**src/rtl/i2s_tx_fifo.sv**
```systemverilog
// i2s_tx_fifo: multi-channel I2S / left-justified / TDM transmitter
// with a sample-frame FIFO. BCLK, WS and SDATA are derived from clk_clk.
//
// Ports:
//   clk_clk, reset_reset  system clock, synchronous active-high reset
//   en                    serializer enable
//   s_data/s_valid/s_ready frame write port (channel k at k*SAMPLE_WIDTH)
//   fifo_level            frames stored
//   underrun/clr_underrun sticky empty-at-load flag and its clear
//   frame_tick            one-cycle pulse per frame load
//   i2s_bclk/ws/sdata     codec pins
//   vol_shift             per-frame arithmetic attenuation
//                         (only with `define I2S_TX_VOLUME_EN)
module i2s_tx_fifo #(
    parameter int SAMPLE_WIDTH = 24,
    parameter int SLOT_WIDTH   = 32,
    parameter int NUM_CH       = 2,
    parameter int FIFO_DEPTH   = 16,
    parameter int BCLK_DIV     = 4,
    parameter int MODE         = 0
) (
    input  logic                           clk_clk,
    input  logic                           reset_reset,
    input  logic                           en,
    input  logic [NUM_CH*SAMPLE_WIDTH-1:0] s_data,
    input  logic                           s_valid,
    output logic                           s_ready,
    output logic [$clog2(FIFO_DEPTH):0]    fifo_level,
    output logic                           underrun,
    input  logic                           clr_underrun,
    output logic                           frame_tick,
    output logic                           i2s_bclk,
    output logic                           i2s_ws,
    output logic                           i2s_sdata
`ifdef I2S_TX_VOLUME_EN
    ,
    input  logic [3:0]                     vol_shift
`endif
);

    localparam int FW  = NUM_CH * SAMPLE_WIDTH;
    localparam int AW  = $clog2(FIFO_DEPTH);
    localparam int LW  = AW + 1;
    localparam int DW  = (BCLK_DIV > 1) ? $clog2(BCLK_DIV) : 1;
    localparam int SLW = (SLOT_WIDTH > 1) ? $clog2(SLOT_WIDTH) : 1;
    localparam int CHW = $clog2(NUM_CH);

    logic [FW-1:0]  mem_q [FIFO_DEPTH];
    logic [AW-1:0]  wr_ptr_q, rd_ptr_q;
    logic [LW-1:0]  count_q;
    logic [DW-1:0]  div_q;
    logic           bclk_q;
    logic [CHW-1:0] slot_q, slot_n;
    logic [SLW-1:0] pos_q, pos_n;
    logic           first_q;
    logic [FW-1:0]  frame_q, frame_n, load_frame;
    logic           ws_q, sdata_q;
    logic           underrun_q, frame_tick_q;

    logic full, empty, wr_en, pop;
    logic wrap_div, bit_step, last_bit, load;
    logic new_bit, old_bit, ws_n, sdata_n;

    // Bit p of slot sl in the serial stream; padding bits are zero.
    function automatic logic stream_bit(
        input logic [FW-1:0]  f,
        input logic [CHW-1:0] sl,
        input logic [SLW-1:0] p
    );
        int            idx;
        logic [FW-1:0] t;
        if (int'(p) < SAMPLE_WIDTH) begin
            idx = int'(sl) * SAMPLE_WIDTH + SAMPLE_WIDTH - 1 - int'(p);
            t = f >> idx;
            return t[0];
        end
        return 1'b0;
    endfunction

`ifdef I2S_TX_VOLUME_EN
    function automatic logic [FW-1:0] scale(
        input logic [FW-1:0] f,
        input logic [3:0]    sh
    );
        logic [FW-1:0]                  r;
        logic signed [SAMPLE_WIDTH-1:0] s;
        for (int k = 0; k < NUM_CH; k++) begin
            s = f[k*SAMPLE_WIDTH +: SAMPLE_WIDTH];
            r[k*SAMPLE_WIDTH +: SAMPLE_WIDTH] = s >>> sh;
        end
        return r;
    endfunction
`endif

    assign full    = (count_q == LW'(FIFO_DEPTH));
    assign empty   = (count_q == '0);
    assign s_ready = !full && !reset_reset;
    assign wr_en   = s_valid && s_ready;

    assign wrap_div = (div_q == DW'(BCLK_DIV - 1));
    // Falling BCLK edge: divider wraps while BCLK is high.
    assign bit_step = en && wrap_div && bclk_q;
    assign last_bit = (slot_q == CHW'(NUM_CH - 1))
                   && (pos_q == SLW'(SLOT_WIDTH - 1));
    assign load     = bit_step && (first_q || last_bit);
    assign pop      = load && !empty;

`ifdef I2S_TX_VOLUME_EN
    assign load_frame = empty ? '0 : scale(mem_q[rd_ptr_q], vol_shift);
`else
    assign load_frame = empty ? '0 : mem_q[rd_ptr_q];
`endif

    always_comb begin
        slot_n = slot_q;
        pos_n  = pos_q + SLW'(1);
        if (first_q) begin
            slot_n = '0;
            pos_n  = '0;
        end else if (pos_q == SLW'(SLOT_WIDTH - 1)) begin
            pos_n  = '0;
            slot_n = (slot_q == CHW'(NUM_CH - 1)) ? '0
                                                   : slot_q + CHW'(1);
        end
    end

    assign frame_n = load ? load_frame : frame_q;
    assign new_bit = stream_bit(frame_n, slot_n, pos_n);
    // I2S delays the stream by one bit; nothing precedes a fresh start.
    assign old_bit = first_q ? 1'b0 : stream_bit(frame_q, slot_q, pos_q);
    assign sdata_n = (MODE == 1) ? new_bit : old_bit;
    assign ws_n    = (slot_n >= CHW'(NUM_CH / 2));

    always_ff @(posedge clk_clk) begin
        if (wr_en) begin
            mem_q[wr_ptr_q] <= s_data;
        end
    end

    always_ff @(posedge clk_clk) begin
        if (reset_reset) begin
            wr_ptr_q     <= '0;
            rd_ptr_q     <= '0;
            count_q      <= '0;
            div_q        <= '0;
            bclk_q       <= 1'b0;
            slot_q       <= '0;
            pos_q        <= '0;
            first_q      <= 1'b1;
            frame_q      <= '0;
            ws_q         <= 1'b0;
            sdata_q      <= 1'b0;
            underrun_q   <= 1'b0;
            frame_tick_q <= 1'b0;
        end else begin
            if (wr_en) begin
                wr_ptr_q <= wr_ptr_q + AW'(1);
            end
            if (pop) begin
                rd_ptr_q <= rd_ptr_q + AW'(1);
            end
            count_q <= count_q + LW'(wr_en) - LW'(pop);

            if (load && empty) begin
                underrun_q <= 1'b1;
            end else if (clr_underrun) begin
                underrun_q <= 1'b0;
            end
            frame_tick_q <= load;

            if (!en) begin
                div_q   <= '0;
                bclk_q  <= 1'b0;
                slot_q  <= '0;
                pos_q   <= '0;
                first_q <= 1'b1;
                ws_q    <= 1'b0;
                sdata_q <= 1'b0;
            end else begin
                div_q <= wrap_div ? '0 : div_q + DW'(1);
                if (wrap_div) begin
                    bclk_q <= !bclk_q;
                end
                if (bit_step) begin
                    slot_q  <= slot_n;
                    pos_q   <= pos_n;
                    frame_q <= frame_n;
                    ws_q    <= ws_n;
                    sdata_q <= sdata_n;
                    first_q <= 1'b0;
                end
            end
        end
    end

    assign fifo_level = count_q;
    assign underrun   = underrun_q;
    assign frame_tick = frame_tick_q;
    assign i2s_bclk   = bclk_q;
    assign i2s_ws     = ws_q;
    assign i2s_sdata  = sdata_q;

endmodule

```
**config.mk**
```make
export PLATFORM = sky130hd
export DESIGN_NAME = i2s_tx_fifo
export DESIGN_NICKNAME = d
export VERILOG_FILES = /design/src/rtl/i2s_tx_fifo.sv
export SDC_FILE = /design/constraint.sdc
export NUM_CORES = 1
export LEC_CHECK = 0
export BUFFER_PORTS_ARGS = -buffer_cell sky130_fd_sc_hd__buf_2
export CORE_ASPECT_RATIO = 1.4
export CORE_MARGIN = 1
export CORE_UTILIZATION = 45
export DETAILED_ROUTE_END_ITERATION = 10
export PLACE_DENSITY = 0.61
export SYNTH_ARGS = -nofsm -noshare
export SYNTH_HDL_FRONTEND = slang
export SYNTH_SLANG_ARGS = --single-unit
```
**constraint.sdc**
```tcl
create_clock -name clk_clk -period 6.65 [get_ports clk_clk]
set_input_delay 0.9975 -clock clk_clk [delete_from_list [all_inputs] [get_ports clk_clk]]
set_output_delay 0.9975 -clock clk_clk [all_outputs]
set_load 0.02 [all_outputs]
```
==> results.txt <==
The run finished with clean final reports. The total number of placement rows came out at 115. The maximum fanout along the worst path came out at 10.

Data on the critical path arrives at its endpoint at 4.16 ns. The detail-routed net length per standard cell came out at 26.8 um. The final hold violation count came out at 0. The die is 228 um wide. The first-pass GRT wire length came out at 102 mm. The post-cts sizing count came out at 0. Dividing the final minimum period by the clock period gives 54.3%.

The number of enable-type register cells in the synthesized netlist is 768. The total standard cell area after synthesis is 32300 um2. The clock drives 846 sinks. The summed negative setup slack over all endpoints came out at 0 ns.

The via count of the first global-routing pass is 15400. In the synthesized netlist the dominant register cell turns out to be edfxtp_1. The clock tree synthesis step divided the H-tree into 3 levels.

The number of hold buffers added after cts came out at 0. Of the cells placed in the final design, the portion with a size suffix greater than 1 is 30.2%. The aggregate global-route resource usage came out at 19.2%. After detailed routing, the number of remaining DRC violations is 0. The number of pins exceeding their max-slew limit in the final report is 0.

The netlist uses 41 different library cells. The largest net degree at the start of global routing came out at 76. For this design the top-level I/O count stands at 64.

The number of standard cells in the final layout excluding fillers came out at 2536. The number of clock buffers inserted by TritonCTS is 79. The required time at the worst-slack endpoint is 7.19 ns. The fraction of post-synthesis cell area in the top cell type by area came out at 71.4%. The maximum resistive drop on vdd came out at 186 uV.

The nature of the critical path startpoint is a register. The headroom to the max-slew limit is 20.3%. The TritonCTS clock tree is yes. The register clock-pin slew on the reported worst setup and hold paths is 0.06 ns.

The full die area came out at 72900 um2. The maximum operating frequency came out at 277 MHz. The worst hold path belongs to the class reg -> reg. The area added between synthesis and finish is 12.8%. During synthesis, Yosys emitted a total of 0 warnings. The clock reaches the later pin of the worst-skew pair after 0.64 ns. The overflow left after global routing is 0. The starting utilization of the core area came out at 45.7%.

The number of endpoints failing setup at the final stage is 0. In this run the vertical extent of the chip is 319 um. Once detail routing completed, the nets flagged for antenna violations numbered 0.

The leakage component of the power is 11.1 nW. The number of antenna violations at the first check in global routing is 7. The number of nets in the synthesized netlist came out at 1509. The synthesis-stage register bit count is 846. The worst path needs 3.61 ns of the cycle, external delays included. The number of violations of the max-capacitance limit is 0. The average cell area after synthesis is 22.5 um2.

The post-DP HPWL is 37.3 mm. Power spread over the standard cell area amounts to 296 nW/um2. Summed over all instances, the cell type with the most area after synthesis is edfxtp_1.

By startpoint and endpoint, the worst setup path is classified as reg -> reg. The count of fill cells added during filler insertion came out at 5432. The async set or reset register ratio after synthesis came out at 0%.

For this run, the post-layout net count is 1604. In this run, the number of DRC markers left after iteration 0 of detailed routing was 1319. The cell sitting at the root of the clock tree is a clkbuf_16. The worst setup path is captured at a register.

The setup fix buffers added after clock tree synthesis came out at 0. Setup repair after global routing left no endpoint under its margin. The total number of vias came out at 14600. The count of buffers added on input and output ports is 63. The placer congestion estimate is 0.770.

The pre-antenna-repair detailed-routing pass consisted of 6 iterations. The transition at the pin with the smallest max-transition slack is 1.19 ns. In this run, placement finished with an instance count of 2387. The routed via count divided by cell count came out at 5.74. The core area is 70600 um2. The cell count after synthesis came out at 1437. Summing the sequential cell areas from Yosys gives 76.2% of the chip area. After synthesis, the cell types taking the most area are edfxtp_1 (71%), mux4_2 (18%), dfxtp_1 (4.8%). No sink is reached through more buffers than the 3 on the longest clock path. Total power for the finished layout comes to 10.8 mW.

The total wirelength of the detailed-routed design is 67.9 mm. The final setup skew is 0.0224 ns.
## logic make-up after synthesis
logic type	share of synthesized area (%)
flip-flops	76.2
multiplexers	17.7
AND/OR/NAND/NOR	1.76
buffers and inverters	1.49
AO/OA/AOI/OAI	1.71
adder cells (fa/ha/maj)	0.759
XOR/XNOR	0.353
## through the flow
| stage | area (um2) | hold WS [ns] | utilization, % | worst slack, ns |
|---|---|---|---|---|
| after floorplan | 32300 | 0.404 | - | 1.10 |
| after global placement | 33800 | 0.414 | 47.8 | 2.58 |
| after detailed placement | 33800 | 0.421 | 47.8 | 2.54 |
| after CTS | 36400 | 0.434 | 51.6 | 3.00 |
| after global routing | 36400 | 0.460 | 51.6 | 2.81 |
| final | 36400 | 0.435 | 51.6 | 3.04 |
## cells in the final DEF, fill, tap and decap left out, types with 6 or more instances in the layout
| cell | n |
|---|---|
| buf_2 | 63 |
| clkbuf_16 | 83 |
| a22oi_1 | 48 |
| dfxtp_1 | 74 |
| mux2i_1 | 6 |
| inv_1 | 14 |
| mux4_2 | 251 |
| nor2_4 | 13 |
| buf_4 | 29 |
| ha_1 | 18 |
| bufinv_16 | 10 |
| clkbuf_1 | 23 |
| clkinv_1 | 11 |
| xnor2_1 | 7 |
| edfxtp_1 | 768 |
| xor2_1 | 6 |
| nand2_1 | 14 |
| clkinv_2 | 12 |
| nor2_1 | 71 |
| a21oi_1 | 9 |
## final cells by class
cell class	count	area, um2	share of cell area (%)
flip-flops and latches	846	24600	67.6
clock buffers	109	2200	6.05
multi-input cells	496	7330	20.1
clock inverters	38	443	1.22
repair buffers	95	593	1.63
diodes	2	5.00	0.0137
inverters	14	52.6	0.144
well taps	936	1170	3.21
## Yosys cell counts, drive strengths merged, types with 2 or more instances
master and n:
a22oi 48, nand3 4, dfxtp 78, buf 35
nand2b 3, inv 14, and3 2, or3 2
nand4 3, clkbuf 46, nand2 14, nor2b 2
mux2i 6, nor3 8, a311oi 2, o21ai 4
a21o 3, nor2 84, a21oi 9, edfxtp 768
a31oi 4, ha 18, mux4 251, xnor2 7
nor3b 5, xor2 6
## per-layer routing
metal | up-vias | track usage [%] | wire [um]
met4 | 6 | 6.94 | 1740
met3 | 96 | 3.11 | 3310
met5 | - | 0 | 39
met2 | 397 | 33.0 | 35500
li1 | 6238 | - | -
met1 | 7828 | 24.8 | 27300
## report_power, final
group | switching, mW | internal (mW) | total [mW]
clock | 1.91 | 2.72 | 4.63
sequential | 0.0199 | 5.86 | 5.88
combinational | 0.195 | 0.0978 | 0.293
## state kept, by name, indices dropped and copies added (netlist names), named ones only
name,flops
div_q,2
fifo_level,5
first_q,1
frame_q,48
frame_tick,1
i2s_bclk,1
i2s_sdata,1
mem_q,768
pos_q,5
rd_ptr_q,4
slot_q,1
underrun,1
wr_ptr_q,4
## final timing paths
check / cells past startpoint / startpoint / slack (ns) / to
hold / removal: 1 / div_q[0] / 0.43 / div_q[0]
setup / recovery: 14 / pos_q[0] / 3.04 / fifo_level[4]
hold reg to reg: 1 / div_q[0] / 0.43 / div_q[0]
setup reg to reg: 14 / pos_q[0] / 3.04 / fifo_level[4]
## worst max-delay path, cell delays in order (launching register included)
cell       delay, ns
dfxtp_1         0.61
ha_1            0.39
and3_1          0.19
ha_1            0.19
ha_1            0.22
o2111ai_4       0.23
nor2_4          0.05
ha_1            0.29
inv_1           0.04
ha_1            0.20
fa_1            0.43
a21oi_1         0.16
nor2_1          0.06
or3_1           0.34
a21oi_1         0.13
(Power assumes the default switching activity.)
